File: src/rtl/router_0_out_arbiter.sv
// Per-output round-robin arbiter and crossbar mux for router output port 0.
// Optional packet counter enabled by defining ARB_PKT_CNT_EN.
module router_0_out_arbiter #(
   parameter int DATA_WIDTH = 32
) (
   input  logic                  clk,
   input  logic                  rst,
   input  logic                  Lreq,
   input  logic                  Ereq,
   input  logic                  Sreq,
   input  logic [DATA_WIDTH-1:0] Ldata,
   input  logic [DATA_WIDTH-1:0] Edata,
   input  logic [DATA_WIDTH-1:0] Sdata,
   output logic                  Lgrant,
   output logic                  Egrant,
   output logic                  Sgrant,
`ifdef ARB_PKT_CNT_EN
   output logic [15:0]           pkt_count,
`endif
   output logic [DATA_WIDTH-1:0] data_out,
   output logic                  wr_en
);

   typedef enum logic [1:0] {
      IDLE  = 2'd0,
      GNT_L = 2'd1,
      GNT_E = 2'd2,
      GNT_S = 2'd3
   } state_t;

   typedef enum logic [1:0] {
      P_L = 2'd0,
      P_E = 2'd1,
      P_S = 2'd2
   } ptr_t;

   state_t state, state_n;
   ptr_t   ptr, ptr_n;
   logic   is_tail;

   always_ff @(posedge clk) begin
      if (rst) begin
         state <= IDLE;
         ptr   <= P_L;
      end else begin
         state <= state_n;
         ptr   <= ptr_n;
      end
   end

   // Grants follow the owner's req so an empty FIFO simply stalls the packet.
   always_comb begin
      Lgrant   = 1'b0;
      Egrant   = 1'b0;
      Sgrant   = 1'b0;
      data_out = '0;
      case (state)
         GNT_L: begin
            Lgrant   = Lreq;
            data_out = Ldata;
         end
         GNT_E: begin
            Egrant   = Ereq;
            data_out = Edata;
         end
         GNT_S: begin
            Sgrant   = Sreq;
            data_out = Sdata;
         end
         default: ;
      endcase
      if (rst) begin
         Lgrant = 1'b0;
         Egrant = 1'b0;
         Sgrant = 1'b0;
      end
      wr_en = Lgrant | Egrant | Sgrant;
   end

   assign is_tail = wr_en &&
      (data_out[DATA_WIDTH-1:DATA_WIDTH-3] == 3'b100);

   always_comb begin
      state_n = state;
      ptr_n   = ptr;
      case (state)
         IDLE: begin
            case (ptr)
               P_E: begin
                  if (Ereq) begin
                     state_n = GNT_E;
                     ptr_n   = P_S;
                  end else if (Sreq) begin
                     state_n = GNT_S;
                     ptr_n   = P_L;
                  end else if (Lreq) begin
                     state_n = GNT_L;
                     ptr_n   = P_E;
                  end
               end
               P_S: begin
                  if (Sreq) begin
                     state_n = GNT_S;
                     ptr_n   = P_L;
                  end else if (Lreq) begin
                     state_n = GNT_L;
                     ptr_n   = P_E;
                  end else if (Ereq) begin
                     state_n = GNT_E;
                     ptr_n   = P_S;
                  end
               end
               default: begin
                  if (Lreq) begin
                     state_n = GNT_L;
                     ptr_n   = P_E;
                  end else if (Ereq) begin
                     state_n = GNT_E;
                     ptr_n   = P_S;
                  end else if (Sreq) begin
                     state_n = GNT_S;
                     ptr_n   = P_L;
                  end
               end
            endcase
         end
         default: begin
            if (is_tail) state_n = IDLE;
         end
      endcase
   end

`ifdef ARB_PKT_CNT_EN
   always_ff @(posedge clk) begin
      if (rst)          pkt_count <= 16'd0;
      else if (is_tail) pkt_count <= pkt_count + 16'd1;
   end
`endif

endmodule

File: config.mk
export PLATFORM = sky130hd
export DESIGN_NAME = router_0_out_arbiter
export DESIGN_NICKNAME = d
export VERILOG_FILES = /design/src/rtl/router_0_out_arbiter.sv
export SDC_FILE = /design/constraint.sdc
export NUM_CORES = 1
export LEC_CHECK = 0
export ABC_AREA = 0
export BUFFER_PORTS_ARGS = -buffer_cell sky130_fd_sc_hd__buf_2
export CAP_MARGIN = 10
export CORE_UTILIZATION = 33
export DETAILED_ROUTE_END_ITERATION = 8
export GPL_TIMING_DRIVEN = 0
export PLACE_DENSITY = 0.82
export SETUP_SLACK_MARGIN = 0.2
export SLEW_MARGIN = 40
export SYNTH_ARGS = -nofsm -noshare
export SYNTH_HDL_FRONTEND = slang
export SYNTH_SLANG_ARGS = --single-unit
File: constraint.sdc
create_clock -name clk -period 2.5 [get_ports clk]
set_clock_uncertainty 0.2 [all_clocks]
set_input_delay 0.5 -clock clk [delete_from_list [all_inputs] [get_ports clk]]
set_output_delay 0.5 -clock clk [all_outputs]
set_load 0.01 [all_outputs]
-- After elaboration in Yosys (flattened, before gate mapping)
Index checks and enable logic that the tools add are counted.
- register bits after elaboration: 4
- input port bits: 101
- equal/unequal tests: 7
- muxes and demuxes: 26
- bitwise logic cells: 2
- reduce and logical (&&, ||, !) cells: 6
- operators by type and width (cell ; number):
    one-hot mux 32 bit (3 select lines) ; 1
    2-to-1 mux 2 bit ; 17
    one-hot mux 2 bit (2 select lines) ; 2
    == test 2 bit, second input constant ; 3
    2-to-1 mux 1 bit ; 6
    == test 2 x 1 -> 1 bit, second input constant ; 2
    inequality test 4 bit, second input constant ; 1
    AND reduction 2 bit ; 2
    == test 3 bit, second input constant ; 1
    nonzero test 3 bit ; 1
    logical NOT 2 bit ; 1
    OR 1 bit ; 2
    nonzero test 2 bit ; 1
    logical AND 1 bit ; 1

-- Longest topological paths before layout
Gate-level depths: netlist (run 1).
- depth in word-level cells: 8
- depth in mapped cells: 7
- gate-level depth less buffers: 6

-- Least setup slack after synthesis (run 1)
Ideal clock, no wire load.
- path type: reg2out
- start point: reg state[0]
- end point: out data_out[0]
- arrival time: 1.269 ns
- required time: 1.800 ns
- slack: 0.531 ns
- stages on the path, launching flop included: 5
- path buffers: 2
- path through: dfxtp_1 buf_4 buf_2 mux2_2 a22o_1
- longest elaborated chain between the ends: 2
- elaborated cells on any way between the ends: 4
- classes of those cells: eq/ne: 3; mux: 1
- ends and longest elaborated chain (element ; line ; source):
    from (decl) ; 37 ; state_t state, state_n;
    from (signal assigned) ; 46 ; state <= state_n;
    == test 2 bit / == test 2 x 1 -> 1 bit (equally long branches) ; 57 ; case (state)
    one-hot mux 32 bit (3 select lines) (*) ; 57 ;
    to (decl) ; 20 ; output logic [DATA_WIDTH-1:0] data_out,
Mark *: on every way between the ends. The rest lies on a longest branch, timed or not.

-- Worst setup path in the final report (run 1)
- start point: reg state[0]
- end point: out data_out[16]
Same word-level chain as after synthesis.

==> results of run 1 <==
-- sequential cells by signal, summed over array words and instances (netlist names) --
name	count
state	2
ptr	2
-- per-stage QoR --
stage	util	power (mW)
after global routing	0.622	1.47
after global placement	0.592	1.17
final	0.622	1.34
after floorplan	-	0.856
after detailed placement	0.592	1.20
after CTS	0.611	1.32
-- final cells by class --
type | count | share of cell area
plain buffers | 13 | 0.0571
clock buffers | 3 | 0.0117
inverters | 4 | 0.00778
multi-input cells | 106 | 0.493
flip-flops and latches | 4 | 0.0441
well taps | 44 | 0.0285
repair buffers | 137 | 0.358
-- cell usage in the layout, fill, tap and decap left out, drive strengths merged --
master / count
nor2b: 1
nor3b: 2
a21oi: 5
a41o: 1
nand2b: 3
nand2: 3
dfxtp: 4
buf: 144
inv: 4
ha: 2
o22ai: 1
o211a: 1
mux2i: 1
nor3: 4
a22oi: 2
a311oi: 1
mux2: 32
a2bb2oi: 1
and2b: 1
clkbuf: 9
or3: 1
nor2: 6
a22o: 30
nand3b: 1
a41oi: 1
a211oi: 1
a221o: 1
o21ai: 4
-- power by group through the flow --
stage / combinational, mW / clock (mW) / sequential (mW)
after floorplan: 0.749 / 0 / 0.107
after global placement: 1.06 / 0 / 0.112
after detailed placement: 1.08 / 0 / 0.113
after CTS: 1.12 / 0.0843 / 0.114
after global routing: 1.25 / 0.0900 / 0.121
final: 1.14 / 0.0803 / 0.117
-- per-layer routing --
layer / part of all wire / wire [um]
met1: 0.38 / 1540
met2: 0.52 / 2140
met3: 0.090 / 367
met4: 0.0083 / 34
met5: 0 / 0
-- tightest hold or removal path: stages, from the launching register on --
cell	delay [ns]
dfxtp_1	0.32
nor2_1	0.10
nor3_1	0.05
-- how the worst min path moves through the flow --
| stage | end | cells after the start |
|---|---|---|
| 2_1_floorplan | ptr[1] | 2 |
| 3_3_place_gp | ptr[1] | 2 |
| 3_5_place_dp | ptr[1] | 2 |
| 4_1_cts | ptr[1] | 2 |
| 5_1_grt | ptr[0] | 2 |
| 6_report | ptr[1] | 2 |
-- cell families after synthesis --
| family | count (synthesis) | synth area share |
|---|---|---|
| simple gates | 22 | 0.111 |
| mux | 33 | 0.335 |
| fa+ha+maj | 2 | 0.0226 |
| flops | 4 | 0.0725 |
| compound gates | 49 | 0.391 |
| buf+inv | 17 | 0.0679 |
-- what timing repair did --
item | 4_1_cts | 5_1_grt
endpoints found under the setup margin | 29 | 29
gates resized for setup | 12 | 11
hold endpoints to repair | 0 | 0
setup buffers | 1 | 1
==> metrics.csv, run 1 <==
metric,value,unit
Flop pwr share,0.087,
worst hold-check slack,0.314,ns
Worst Path Required,1.80,ns
largest net degree at the start of global routing,11,
VDD IR max,0.474,mV
fin area,1930,sq um
drt total wl,4080,um
Layout fillers,294,
worst setup path endpoint,data_out[16],
setup repair after global routing missed its margin,true,
register area,85.1,sq um
Vias,1602,
gr ovfl total,0,
total clock buffers created by CTS,3,
gr usage total,0.214,
TritonRoute pass-1 iters,4,
CP Depth,5,
"Slowest-stage cell, CP",dfxtp_4,
Finished Layout Cells,311,
root buffer cell,clkbuf_4,
worst min-delay path startpoint,ptr[1],
post-route clock period utilization,0.907,
post-synth top area cell,mux2_2,
initial core utilization,0.356,
YS warnings,0,
Gate power share,0.853,
hold violation count in the final report,0,
"EDFF count, synth",0,
die width,59.9,um
CP arrival,1.57,ns
n_diodes,0,
Syn Inst Count,127,
met2 usage,0.417,
post-synthesis sequential area ratio,0.0725,
post-synthesis register bit count,4,
initial antenna violation count,0,
WS Path Type,flip-flop to output port,
routability congestion estimate,0.762,
clk buf depth,2,
CP startpoint kind,flip-flop,
Critical Path End Type,output port,
clock insertion delay at the later pin of the skew report,0.24,ns
beginning of the critical path,state[0],
Fmax,441,MHz
Final #Nets,372,
DIE AREA,3580,sq um
Die Height,59.9,um
drt via density,5.15,
residual DRC count,0,
Mapped Area,1100,sq um
asr flop ratio synth,0,
H-tree levels,1,
hold_buf cts,0,
Area Growth Syn to Fin,74.6,%
Pins Over Slew Limit,0,
RR Endpoint,ptr[0],
GR met1 Demand/Resource,0.238,
ratio of cells with drive above 1 in the final layout,0.712,
Pint,0.731,mW
PortBufs,135,
critical path's top delay family,buffers and inverters,
global-route wire length before repair,5910,um
gr busiest metal,met2,
largest fanout on the critical path,10,
antenna-violating nets left,0,
footprint of the multi-input gates,951,sq um
top post-synthesis cells by count,"30 x a22o_1, 30 x mux2_2, 6 x buf_2, 6 x clkbuf_1, 6 x nor2_1",
Worst slew margin,0.722,
most frequent CP cell,buf_8,
NetSw,0.611,mW
core area,3100,sq um
mean routed wirelength per cell,13.1,um
reg2reg path depth,7,
power density of the placed cells,695,nW/um^2
number of global-route vias before repair,1444,
sw frac,0.455,
worst-path cell chain,buf_8 > buf_8 > mux2_2 > a22o_1 > buf_2,
Worst-Margin Slew,0.417,ns
pre-CTS setup slack,0.250,ns
clk slew on worst S/H paths,0.04,ns
Final Critical Period,2.27,ns
FP Rows,20,
Synth cell types,34,
total leakage power,1.04,nW
met3 usage,0.0411,
Placed Cells,306,
top area cells in the synthesized netlist,"mux2_2 31%, a22o_1 24%, dfxtp_1 7.2%",
HPWL after DPL,3420,um
Min-Delay Path Class,flip-flop to flip-flop,
syn_area_per_cell,8.70,sq um
Placed Area,1840,sq um
RR Startpoint,ptr[0],
Syn Nets,230,
ys flop type,dfxtp_1,
Synth top area share,0.306,
# IOs,137,
final worst slack,0.233,ns
r2r setup slk,0.67,ns
clock sinks,4,
CTS tree,built,
DR iter-0 viols,32,
outcome,"finished, final reports clean",
Max Cap Viol,0,
power share of the clock group,0.060,
setup_tns,0,ns
Setup Viol. Count Final,0,
CP Buf/Inv Count,3,
CP max stage delay,0.36,ns
Note: power is estimated with default switching activity, not from simulation.
==> run 2: changes to the inputs <==
- BUFFER_PORTS_ARGS: -buffer_cell sky130_fd_sc_hd__buf_2 -> -buffer_cell sky130_fd_sc_hd__buf_4
==> run 2 against run 1 <==
Final area grew 18%. Clock power grew 6.6%. Count of clock-buffer cells in the layout is the same. Non-clock buffer count is the same. Sequential share of layout area shrank 0.66 points. Total power grew 10%. Via count grew 0.94%. Worst hold slack lost 0.023 ns. Critical path depth is the same. Largest cell class is now non-clock buffers. Largest power group unchanged.
==> metrics.csv, run 2 (synthesized netlist as in run 1, its figures left out) <==
metric,value,unit
outcome,"finished, final reports clean",
CP arrival,1.56,ns
VDD IR max,0.468,mV
Worst Path Required,1.80,ns
Min-Delay Path Class,input pin to flip-flop,
post-route clock period utilization,0.903,
WS Path Type,flip-flop to output port,
number of global-route vias before repair,1563,
HPWL after DPL,3680,um
die width,59.9,um
most frequent cells in the layout,"138 x buf_4, 30 x a22o_1, 30 x mux2_2, 6 x nor2_1",
initial antenna violation count,0,
fin area,2270,sq um
NetSw,0.618,mW
power share of the clock group,0.058,
Die Height,59.9,um
setup_tns,0,ns
Pins Over Slew Limit,0,
Critical Path End Type,output port,
gr usage total,0.234,
Pint,0.858,mW
drt total wl,4390,um
Max Cap Viol,0,
hold violation count in the final report,0,
Placed Cells,306,
most frequent CP cell,buf_8,
Setup Viol. Count Final,0,
Tot Pwr,1.48,mW
CP startpoint kind,flip-flop,
mean routed wirelength per cell,14.1,um
n_diodes,0,
routability congestion estimate,0.808,
Placed Area,2170,sq um
Final #Nets,372,
residual DRC count,0,
CTS tree,built,
Top Registers,"ptr (2), state (2)",
gr ovfl total,0,
clk buf depth,2,
Flop pwr share,0.079,
CP max stage delay,0.36,ns
setup repair after global routing missed its margin,true,
Final Critical Period,2.26,ns
drt via density,5.20,
Worst-Margin Slew,0.418,ns
clock insertion delay at the later pin of the skew report,0.25,ns
ratio of cells with drive above 1 in the final layout,0.712,
clk slew on worst S/H paths,0.04,ns
# IOs,137,
global-route wire length before repair,6400,um
FP Rows,20,
Gate power share,0.863,
core area,3100,sq um
Vias,1617,
initial core utilization,0.356,
sw frac,0.419,
Finished Layout Cells,311,
Area Growth Syn to Fin,105,%
DR iter-0 viols,31,
total leakage power,1.14,nW
DIE AREA,3580,sq um
Fmax,443,MHz
antenna-violating nets left,0,
PortBufs,135,
"Slowest-stage cell, CP",dfxtp_4,
Worst slew margin,0.721,
H-tree levels,1,
root buffer cell,clkbuf_4,
"leading cell type in the layout, fill and taps excluded",buf_4,
worst-path cell chain,buf_8 > buf_8 > mux2_2 > a22o_1 > buf_4,
hold_buf cts,0,
power density of the placed cells,651,nW/um^2
largest net degree at the start of global routing,11,
largest fanout on the critical path,10,
total clock buffers created by CTS,3,
clock sinks,4,
TritonRoute pass-1 iters,4,
critical path's top delay family,buffers and inverters,
CP Buf/Inv Count,3,
run 2: final timing paths:
check                              start     endpoint  slack [ns]  depth (start not counted)
worst max-delay path            state[0]  data_out[0]        0.24                          5
worst min-delay path                 rst       ptr[0]        0.29                          2
worst max register to register    ptr[0]       ptr[0]        0.67                          7
worst min register to register    ptr[1]       ptr[1]        0.32                          2
run 2: layout make-up:
cell class,instances,area [sq um]
clock buffer,3,22.5
buffer,13,110
inverter,4,15.0
sequential,4,85.1
timing repair buffer,137,1030
multi-input combinational,106,951
tap,44,55.1
fill,290,836
run 2: stage by stage:
| stage | hold slack [ns] | util | worst slack, ns |
|---|---|---|---|
| global placement | 0.305 | 0.700 | 0.259 |
| finish | 0.291 | 0.731 | 0.243 |
| global route | 0.284 | 0.731 | 0.187 |
| CTS | 0.288 | 0.723 | 0.217 |
| detailed placement | 0.312 | 0.700 | 0.252 |
| floorplan | 0.288 | - | 0.531 |
run 2: metal layers:
metal / wire [um] / share of wire / global-route usage
met1: 1620 / 0.37 / 0.243
met2: 2260 / 0.52 / 0.444
met3: 432 / 0.098 / 0.0584
met4: 76 / 0.017 / 0.0864
met5: 0 / 0 / 0
run 2: timing repair:
item	4_1_cts	5_1_grt
endpoints found under the setup margin	29	29
setup buffers	2	0
gates resized for setup	13	9
run 2: power groups by stage:
stage | Sequential, mW | Clock (mW) | Combinational, mW
2_1_floorplan | 0.107 | 0 | 0.749
3_3_place_gp | 0.111 | 0 | 1.20
3_5_place_dp | 0.113 | 0 | 1.22
4_1_cts | 0.113 | 0.0859 | 1.26
5_1_grt | 0.123 | 0.0918 | 1.38
6_report | 0.117 | 0.0856 | 1.27
